[src/rtl/square_motion_controller.sv]
// Vertical-motion controller for the player square: start drop, landing,
// wait for release, sound-driven motion, game over and restart.
// Y only moves on the frame TICK strobe; state changes are evaluated every clock.
module square_motion_controller #(
    parameter int COORD_W    = 10,
    parameter int LEVEL_W    = 3,
    parameter int NUM_LEVELS = 5,
    parameter int Y_START    = 20,
    parameter int Y_LAND     = 180,
    parameter int Y_TOP      = 42,
    parameter int Y_BOTTOM   = 492,
    parameter int DROP_STEP  = 2,
    parameter int FALL_STEP  = 4,
    parameter int UP_BASE    = 1,
    parameter int UP_INC     = 2
) (
    input  logic               CLK,
    input  logic               RESET,
    input  logic               TICK,
    input  logic               DROP_START,
    input  logic               FREE_MOVE,
    input  logic               PAUSE,
    input  logic               GAME_OVER,
    input  logic               RESTART,
    input  logic [LEVEL_W-1:0] SOUND_LEVEL,
    output logic [COORD_W-1:0] SQUARE_Y_COORDINATE,
    output logic               DROP_FINISH,
    output logic               AT_TOP,
    output logic               AT_BOTTOM,
    output logic [2:0]         STATE
);

    // One extra bit of headroom so sums/differences never wrap before clamping.
    localparam int EXT_W = COORD_W + 1;

    localparam logic [COORD_W-1:0] Y_START_C  = COORD_W'(Y_START);
    localparam logic [COORD_W-1:0] Y_LAND_C   = COORD_W'(Y_LAND);
    localparam logic [COORD_W-1:0] Y_TOP_C    = COORD_W'(Y_TOP);
    localparam logic [COORD_W-1:0] Y_BOTTOM_C = COORD_W'(Y_BOTTOM);

    localparam logic [EXT_W-1:0] Y_LAND_E    = EXT_W'(Y_LAND);
    localparam logic [EXT_W-1:0] Y_TOP_E     = EXT_W'(Y_TOP);
    localparam logic [EXT_W-1:0] Y_BOTTOM_E  = EXT_W'(Y_BOTTOM);
    localparam logic [EXT_W-1:0] DROP_STEP_E = EXT_W'(DROP_STEP);
    localparam logic [EXT_W-1:0] FALL_STEP_E = EXT_W'(FALL_STEP);
    localparam logic [EXT_W-1:0] UP_BASE_E   = EXT_W'(UP_BASE);
    localparam logic [EXT_W-1:0] UP_INC_E    = EXT_W'(UP_INC);

    localparam logic [LEVEL_W-1:0] NUM_LEVELS_C = LEVEL_W'(NUM_LEVELS);
    localparam logic [LEVEL_W-1:0] ONE_LEVEL_C  = LEVEL_W'(1);

    // Encodings are fixed because the renderer decodes STATE directly.
    typedef enum logic [2:0] {
        S_IDLE = 3'b000,
        S_DROP = 3'b001,
        S_WAIT = 3'b011,
        S_MOVE = 3'b010,
        S_OVER = 3'b110
    } state_t;

    state_t             state_q, state_d;
    logic [COORD_W-1:0] y_q, y_d;
    logic               drop_finish_q, drop_finish_d;
    logic               at_top_q, at_top_d;
    logic               at_bottom_q, at_bottom_d;

    logic [LEVEL_W-1:0] level_clamped;
    logic [EXT_W-1:0]   y_ext, up_step, drop_sum, fall_sum, up_diff;
    logic [COORD_W-1:0] drop_y, fall_y, up_y;
    logic               move_en;

    // Candidate next-Y values for each motion mode, clamped to their limits.
    always_comb begin
        level_clamped = (SOUND_LEVEL > NUM_LEVELS_C) ? NUM_LEVELS_C : SOUND_LEVEL;
        y_ext         = {1'b0, y_q};
        // Level 0 never selects this path, so the wrap of (0 - 1) is harmless.
        up_step       = UP_BASE_E + UP_INC_E * EXT_W'(level_clamped - ONE_LEVEL_C);
        drop_sum      = y_ext + DROP_STEP_E;
        fall_sum      = y_ext + FALL_STEP_E;
        up_diff       = y_ext - up_step;
        drop_y        = (drop_sum > Y_LAND_E)   ? Y_LAND_C   : drop_sum[COORD_W-1:0];
        fall_y        = (fall_sum > Y_BOTTOM_E) ? Y_BOTTOM_C : fall_sum[COORD_W-1:0];
        // A set top bit means the subtraction went negative.
        up_y          = (up_diff[COORD_W] || (up_diff < Y_TOP_E)) ? Y_TOP_C
                                                                  : up_diff[COORD_W-1:0];
        move_en       = TICK && !PAUSE;
    end

    // Next-state, next-Y and flag computation; flags follow the next values.
    always_comb begin
        state_d = state_q;
        y_d     = y_q;
        case (state_q)
            S_IDLE: begin
                y_d = Y_START_C;
                if (DROP_START && !PAUSE) state_d = S_DROP;
            end
            S_DROP: begin
                if ((y_q == Y_LAND_C) && !PAUSE) state_d = S_WAIT;
                if (move_en) y_d = drop_y;
            end
            S_WAIT: begin
                if (GAME_OVER)                  state_d = S_OVER;
                else if (FREE_MOVE && !PAUSE)   state_d = S_MOVE;
            end
            S_MOVE: begin
                if (GAME_OVER) state_d = S_OVER;
                if (move_en) y_d = (SOUND_LEVEL == '0) ? fall_y : up_y;
            end
            S_OVER: begin
                if (RESTART) begin
                    state_d = S_IDLE;
                    y_d     = Y_START_C;
                end
            end
            default: begin
                state_d = S_IDLE;
                y_d     = Y_START_C;
            end
        endcase
        drop_finish_d = (state_d == S_WAIT);
        at_top_d      = (y_d == Y_TOP_C);
        at_bottom_d   = (y_d == Y_BOTTOM_C);
    end

    // State, Y and status registers with synchronous reset.
    always_ff @(posedge CLK) begin
        if (RESET) begin
            state_q       <= S_IDLE;
            y_q           <= Y_START_C;
            drop_finish_q <= 1'b0;
            at_top_q      <= 1'b0;
            at_bottom_q   <= 1'b0;
        end else begin
            state_q       <= state_d;
            y_q           <= y_d;
            drop_finish_q <= drop_finish_d;
            at_top_q      <= at_top_d;
            at_bottom_q   <= at_bottom_d;
        end
    end

    assign SQUARE_Y_COORDINATE = y_q;
    assign DROP_FINISH         = drop_finish_q;
    assign AT_TOP              = at_top_q;
    assign AT_BOTTOM           = at_bottom_q;
    assign STATE               = state_q;

endmodule
[config.mk]
export PLATFORM = sky130hd
export DESIGN_NAME = square_motion_controller
export DESIGN_NICKNAME = d
export VERILOG_FILES = /design/src/rtl/square_motion_controller.sv
export SDC_FILE = /design/constraint.sdc
export NUM_CORES = 1
export LEC_CHECK = 0
export BUFFER_PORTS_ARGS = -buffer_cell sky130_fd_sc_hd__buf_4
export CORE_MARGIN = 10
export CORE_UTILIZATION = 52
export DETAILED_ROUTE_END_ITERATION = 8
export PLACE_DENSITY = 0.72
export SYNTH_ARGS = -nofsm -noshare
export SYNTH_HDL_FRONTEND = slang
export SYNTH_SLANG_ARGS = --single-unit
[constraint.sdc]
create_clock -name CLK -period 5.1 [get_ports CLK]
set_clock_uncertainty 0.2 [all_clocks]
set_input_delay 1.02 -clock CLK [delete_from_list [all_inputs] [get_ports CLK]]
set_output_delay 1.02 -clock CLK [all_outputs]
set_load 0.005 [all_outputs]
== Word-level counts from Yosys, hierarchy flattened ==
Cells that the tools add are included.
Cells by class
  add/sub/neg operators: 5
  order comparisons: 4
  equal/unequal tests: 8
  mux-type cells: 16
  reduce and logical (&&, ||, !) cells: 8
Operators by type and width (count)
  2-to-1 mux 10 bit: 7
  case mux 10 bit (4 select lines): 1
  2-to-1 mux 3 bit: 7
  case mux 3 bit (5 select lines): 1
  adder 10 x 2 -> 11 bit (second input constant): 1
  adder 10 x 3 -> 11 bit (second input constant): 1
  greater-than comparator 11 x 8 -> 1 bit (second input constant): 1
  greater-than comparator 11 x 9 -> 1 bit (second input constant): 1
  less-than comparator 11 x 6 -> 1 bit (second input constant): 1
  subtractor 10 x 11 -> 11 bit: 1
  equality test 10 x 6 -> 1 bit (second input constant): 1
  equality test 10 x 8 -> 1 bit (second input constant): 1
  equality test 10 x 9 -> 1 bit (second input constant): 1
  equality test 3 x 2 -> 1 bit (second input constant): 3
  adder 2 x 5 -> 6 bit (first input constant): 1
  zero test 3 bit: 2
  logical AND 1 bit: 4
  subtractor 3 x 1 -> 4 bit (second input constant): 1
  equality test 3 x 1 -> 1 bit (second input constant): 1
  equality test 3 bit (second input constant): 1
  greater-than comparator 3 bit (second input constant): 1
  zero test 1 bit: 1
  logical OR 1 bit: 1
Word-level totals
  bits in registers: 16
  bits of input ports: 11
  output and inout port bits: 16
  logic and storage cells: 46

== Longest topological paths before layout ==
  depth after elaboration: 12
  mapped depth: 14
  depth with buffers taken out: 14

== Least setup slack after synthesis ==
OpenSTA, ideal clock, no wires.
  path type: input-to-reg
  start: input port SOUND_LEVEL[2]
  end: register at_top_q (netlist: AT_TOP)
  setup time: 88 ps
  data arrival time: 4213 ps
  required time: 4812 ps
  slack: 599 ps
  cell stages on the path: 12
  buffers on the path: 0
  cells stage by stage: nor3_1 -> inv_1 -> ha_1 -> a21o_1 -> a221oi_2 -> xor2_1 -> o21ai_1 -> nand4bb_4 -> or3_1 -> a41oi_2 -> nand4_2 -> nor4_2
Between the ends
  cells in the longest elaborated chain, start to end: 12
  elaborated cells between the ends (all ways): 13
  those cells by class: 3 x add/sub; 2 x order compare; 1 x eq/ne; 5 x mux; 2 x reduce/logical
Ends and longest elaborated chain
  start, declared: RTL line 25  | input logic [LEVEL_W-1:0] SOUND_LEVEL,
  greater-than comparator 3 bit: RTL line 74  | level_clamped = (SOUND_LEVEL > NUM_LEVELS_C) ? NUM_LEVELS_C : SOUND_LEVEL;
  2-to-1 mux 3 bit: RTL line 74
  subtractor 3 x 1 -> 4 bit: RTL line 77  | up_step = UP_BASE_E + UP_INC_E * EXT_W'(level_clamped - ONE_LEVEL_C);
  adder 2 x 5 -> 6 bit: RTL line 77
  subtractor 10 x 11 -> 11 bit: RTL line 80  | up_diff = y_ext - up_step;
  less-than comparator 11 x 6 -> 1 bit: RTL line 84  | up_y = (up_diff[COORD_W] || (up_diff < Y_TOP_E)) ? Y_TOP_C
  logical OR 1 bit: RTL line 84
  2-to-1 mux 10 bit: RTL line 84
  2-to-1 mux 10 bit (*) (2 in a row): RTL line 108  | if (move_en) y_d = (SOUND_LEVEL == '0) ? fall_y : up_y;
  case mux 10 bit (4 select lines) (*): RTL line 93  | case (state_q)
  equality test 10 x 6 -> 1 bit (*): RTL line 122  | at_top_d = (y_d == Y_TOP_C);
  end signal, assigned: RTL line 138  | at_top_q <= at_top_d;
  end, declared: RTL line 64  | logic at_top_q, at_top_d;
Every way passes the cells marked *; elsewhere a longest branch is shown, timed or not.
A chain may end at the register's enable or synchronous reset.

== Final worst setup path ==
Ends and elaborated chain as after synthesis.

==> results.md <==
- MaxCap Viol Count: 0
- Largest cells by area after synthesis: dfxtp_1 14%, ha_1 7.4%, o21ai_0 4.7%, a21oi_1 4.5%, nand2b_1 4.2%
- Post-synthesis async set-or-reset flop share: 0%
- Number of global-route vias before repair: 2260
- Total GRT Usage: 18.05%
- Post-CTS sizing: 0
- Achievable Freq: 0.2330 GHz
- DRC errors left: 0
- Final setup fails: 0
- Most used DFF post-synth: dfxtp_1
- Yosys reg bits: 16
- N_diodes: 0
- Setup crit end kind: flop
- Syn. warnings: 0
- Area leader, netlist: dfxtp_1
- RSZ-0062 raised after global routing: false
- Total gr overflow: 0
- Post-DP HPWL: 5.217 mm
- H-tree Lvls: 1
- Total Nets Final: 358
- CTS tree: done
- Initial Utilization: 53.77%
- Die Y: 87.33 µm
- Largest net degree at the start of global routing: 19
- Hold Path Depth: 1
- Tightest Pin Transition: 945.5 ps
- CP Data Required Time: 5000 ps
- Yosys cell types: 72
- Die span in x: 87.33 µm
- Clk slew on worst S/H paths: 60 ps
- Avg Cell Area, Syn: 7.460 µm²
- Syn nets: 342
- WL/cell: 18.60 µm
- Setup Crit Path Kind: in2reg
- Clk_lat worst skew: 250 ps
- Clock Root Buffer: clkbuf_8
- Minimum clock period: 4291 ps
- Post-synth EDFFs: 0
- Min-delay worst type: reg2reg
- CTS Buf Count: 3
- Worst Setup Slack, final: 808.9 ps
- Slew Viols, Final: 0
- Hold buffer count at CTS: 0
- Netlist Area Pre-Place: 2357 µm²
- Global-route wire length before repair: 11.44 mm
- FF-to-FF End: AT_TOP
- Maximum vdd drop: 151.4 µV
- Routed vias/inst: 6.533
- Final Hold Vio Count: 0
- Slew headroom: 36.17%
- Critical R2R Launch: SQUARE_Y_COORDINATE[3]
- IO buf count: 26
- Clock buffer depth: 2
- Dpl ws: 568.8 ps
- CTS sink cnt: 16
- Area grow syn2layout: 10.46%
- Die ar.: 7627 µm²
- Mapped Cells: 316
- Final WL: 7.123 mm
- Setup Buffers After CTS: 0
- Via count: 2502
- Hold Path Origin: STATE[1]
- RD Place Congestion: 0.9383
- CP Data Arrival Time: 4190 ps
- # IOs: 27
- Outcome: completed
- Sequential share of the synthesized area: 13.59%
- Flop2flop setup slack: 1440 ps
- Most frequent cell after synthesis: nand2_1
- Post-synth top area share: 13.59%
- Row count: 24
- Detailed Routing Iterations Pass 1: 7
- Worst Hold End: STATE[2]
- P_leak: 1.043 nW
- Remaining antenna violation count: 0
- Share of layout cells above drive strength 1: 15.41%
- PwrDens: 151.6 nW/µm²
- Max FO, Critical Path: 6
- Worst Reg-to-Reg Cells: 10
- Startpoint types: input pin
- Setup TNS: 0 ps
- Core Box Area: 4384 µm²
- Tcrit/Tclk final: 84.14%
- Initial antenna violation count: 0
- Synth cell count leaders: 26 x nand2_1, 22 x nor2_1, 22 x o21ai_0, 21 x a21oi_1
- Number of DRC markers in iteration 0: 281
[metrics by stage]
step / utilization, % / cells / total power [W] / hold WS (ps) / cell area [µm²]
final: 59.39 / 383 / 0.0003948 / 469.7 / 2604
after CTS: 59.39 / 383 / 0.0003948 / 461.2 / 2604
after global placement: 58.13 / 379 / 0.0002803 / 442.5 / 2549
after global routing: 59.39 / 383 / 0.0004166 / 512.9 / 2604
after floorplan: - / 316 / 0.0002447 / 483.1 / 2357
after detailed placement: 58.13 / 379 / 0.0002820 / 448.1 / 2549
[state kept, by name, summed over array words and instances (netlist names)]
register	flops
AT_BOTTOM	1
AT_TOP	1
DROP_FINISH	1
SQUARE_Y_COORDINATE	10
STATE	3
[worst max-delay path by stage]
stage	from	slack, ps	end	depth (start not counted)
after CTS	SOUND_LEVEL[2]	820	AT_TOP	15
after floorplan	SOUND_LEVEL[2]	600	AT_TOP	12
after global routing	SOUND_LEVEL[2]	650	AT_TOP	15
final	SOUND_LEVEL[2]	810	AT_TOP	15
after detailed placement	SOUND_LEVEL[2]	570	AT_TOP	15
after global placement	SOUND_LEVEL[2]	620	AT_TOP	15
[kinds of logic after synthesis]
logic type                 synth area share [%]
muxes                                    0.8493
AOI/OAI and AO/OA                         33.02
adders and majority gates                 8.705
and+or+nand+nor                           33.86
DFF                                       13.59
buffers and inverters                     5.149
xor gates and xnor gates                  4.830
[worst max-delay path, cell delays in order]
cell and delay [ps]:
buf_4 100, a21o_1 160, inv_1 60, ha_1 180, xnor2_1 130, ha_1 350, a21o_1 200, a21o_1 230
or2_4 280, o311ai_2 350, nand4bb_4 230, or3b_1 370, a221o_1 340, nand4_2 130, nor4_2 50
[layout by cell type, fill, tap and decap left out, types with 2 or more instances in the layout]
cell and n:
inv_1 10, xnor2_1 5, o21bai_1 5, nor2b_1 10
a21oi_1 21, or3_1 4, nor3_1 11, nor4_2 2
o21a_1 2, o211a_1 2, o211ai_1 4, mux2i_1 2
a211oi_1 6, nand3b_1 3, nand4_1 2, clkbuf_8 4
ha_1 14, o31ai_1 2, nor2_1 22, and4_1 4
o21ai_0 22, xor2_1 8, o21ai_1 2, nand3_1 13
nand2_1 26, and3_1 4, nor3b_1 5, a31oi_1 5
o22ai_1 2, buf_4 28, a21o_1 12, dfxtp_1 16
nand2b_1 16, o32ai_1 2
[report_power, final]
| group | total, W | leakage, nW | internal [W] | switching (W) |
|---|---|---|---|---|
| Sequential | 0.000139 | 0.130 | 0.000127 | 0.0000113 |
| Combinational | 0.000144 | 0.885 | 0.0000635 | 0.0000803 |
| Clock | 0.000112 | 0.0288 | 0.0000685 | 0.0000438 |
| Total | 0.000395 | 1.04 | 0.000259 | 0.000135 |
[routing by layer]
| metal | wire [µm] | track usage (%) | up-vias | part of all wire, % |
|---|---|---|---|---|
| met4 | 45 | 3.768 | 0 | 0.63 |
| met2 | 3354 | 28.77 | 107 | 47 |
| li1 | - | - | 1213 | - |
| met1 | 3251 | 25.00 | 1172 | 46 |
| met3 | 472 | 2.341 | 10 | 6.6 |
| met5 | 0 | 0 | - | 0 |
[area by class of cell]
type / count / area (µm²)
multi-input combinational: 273 / 1916
inverter: 10 / 37.54
timing repair buffer: 28 / 210.2
clock buffer: 4 / 55.05
tap: 52 / 65.06
sequential: 16 / 320.3
fill: 445 / 1780
(Power assumes the default switching activity.)
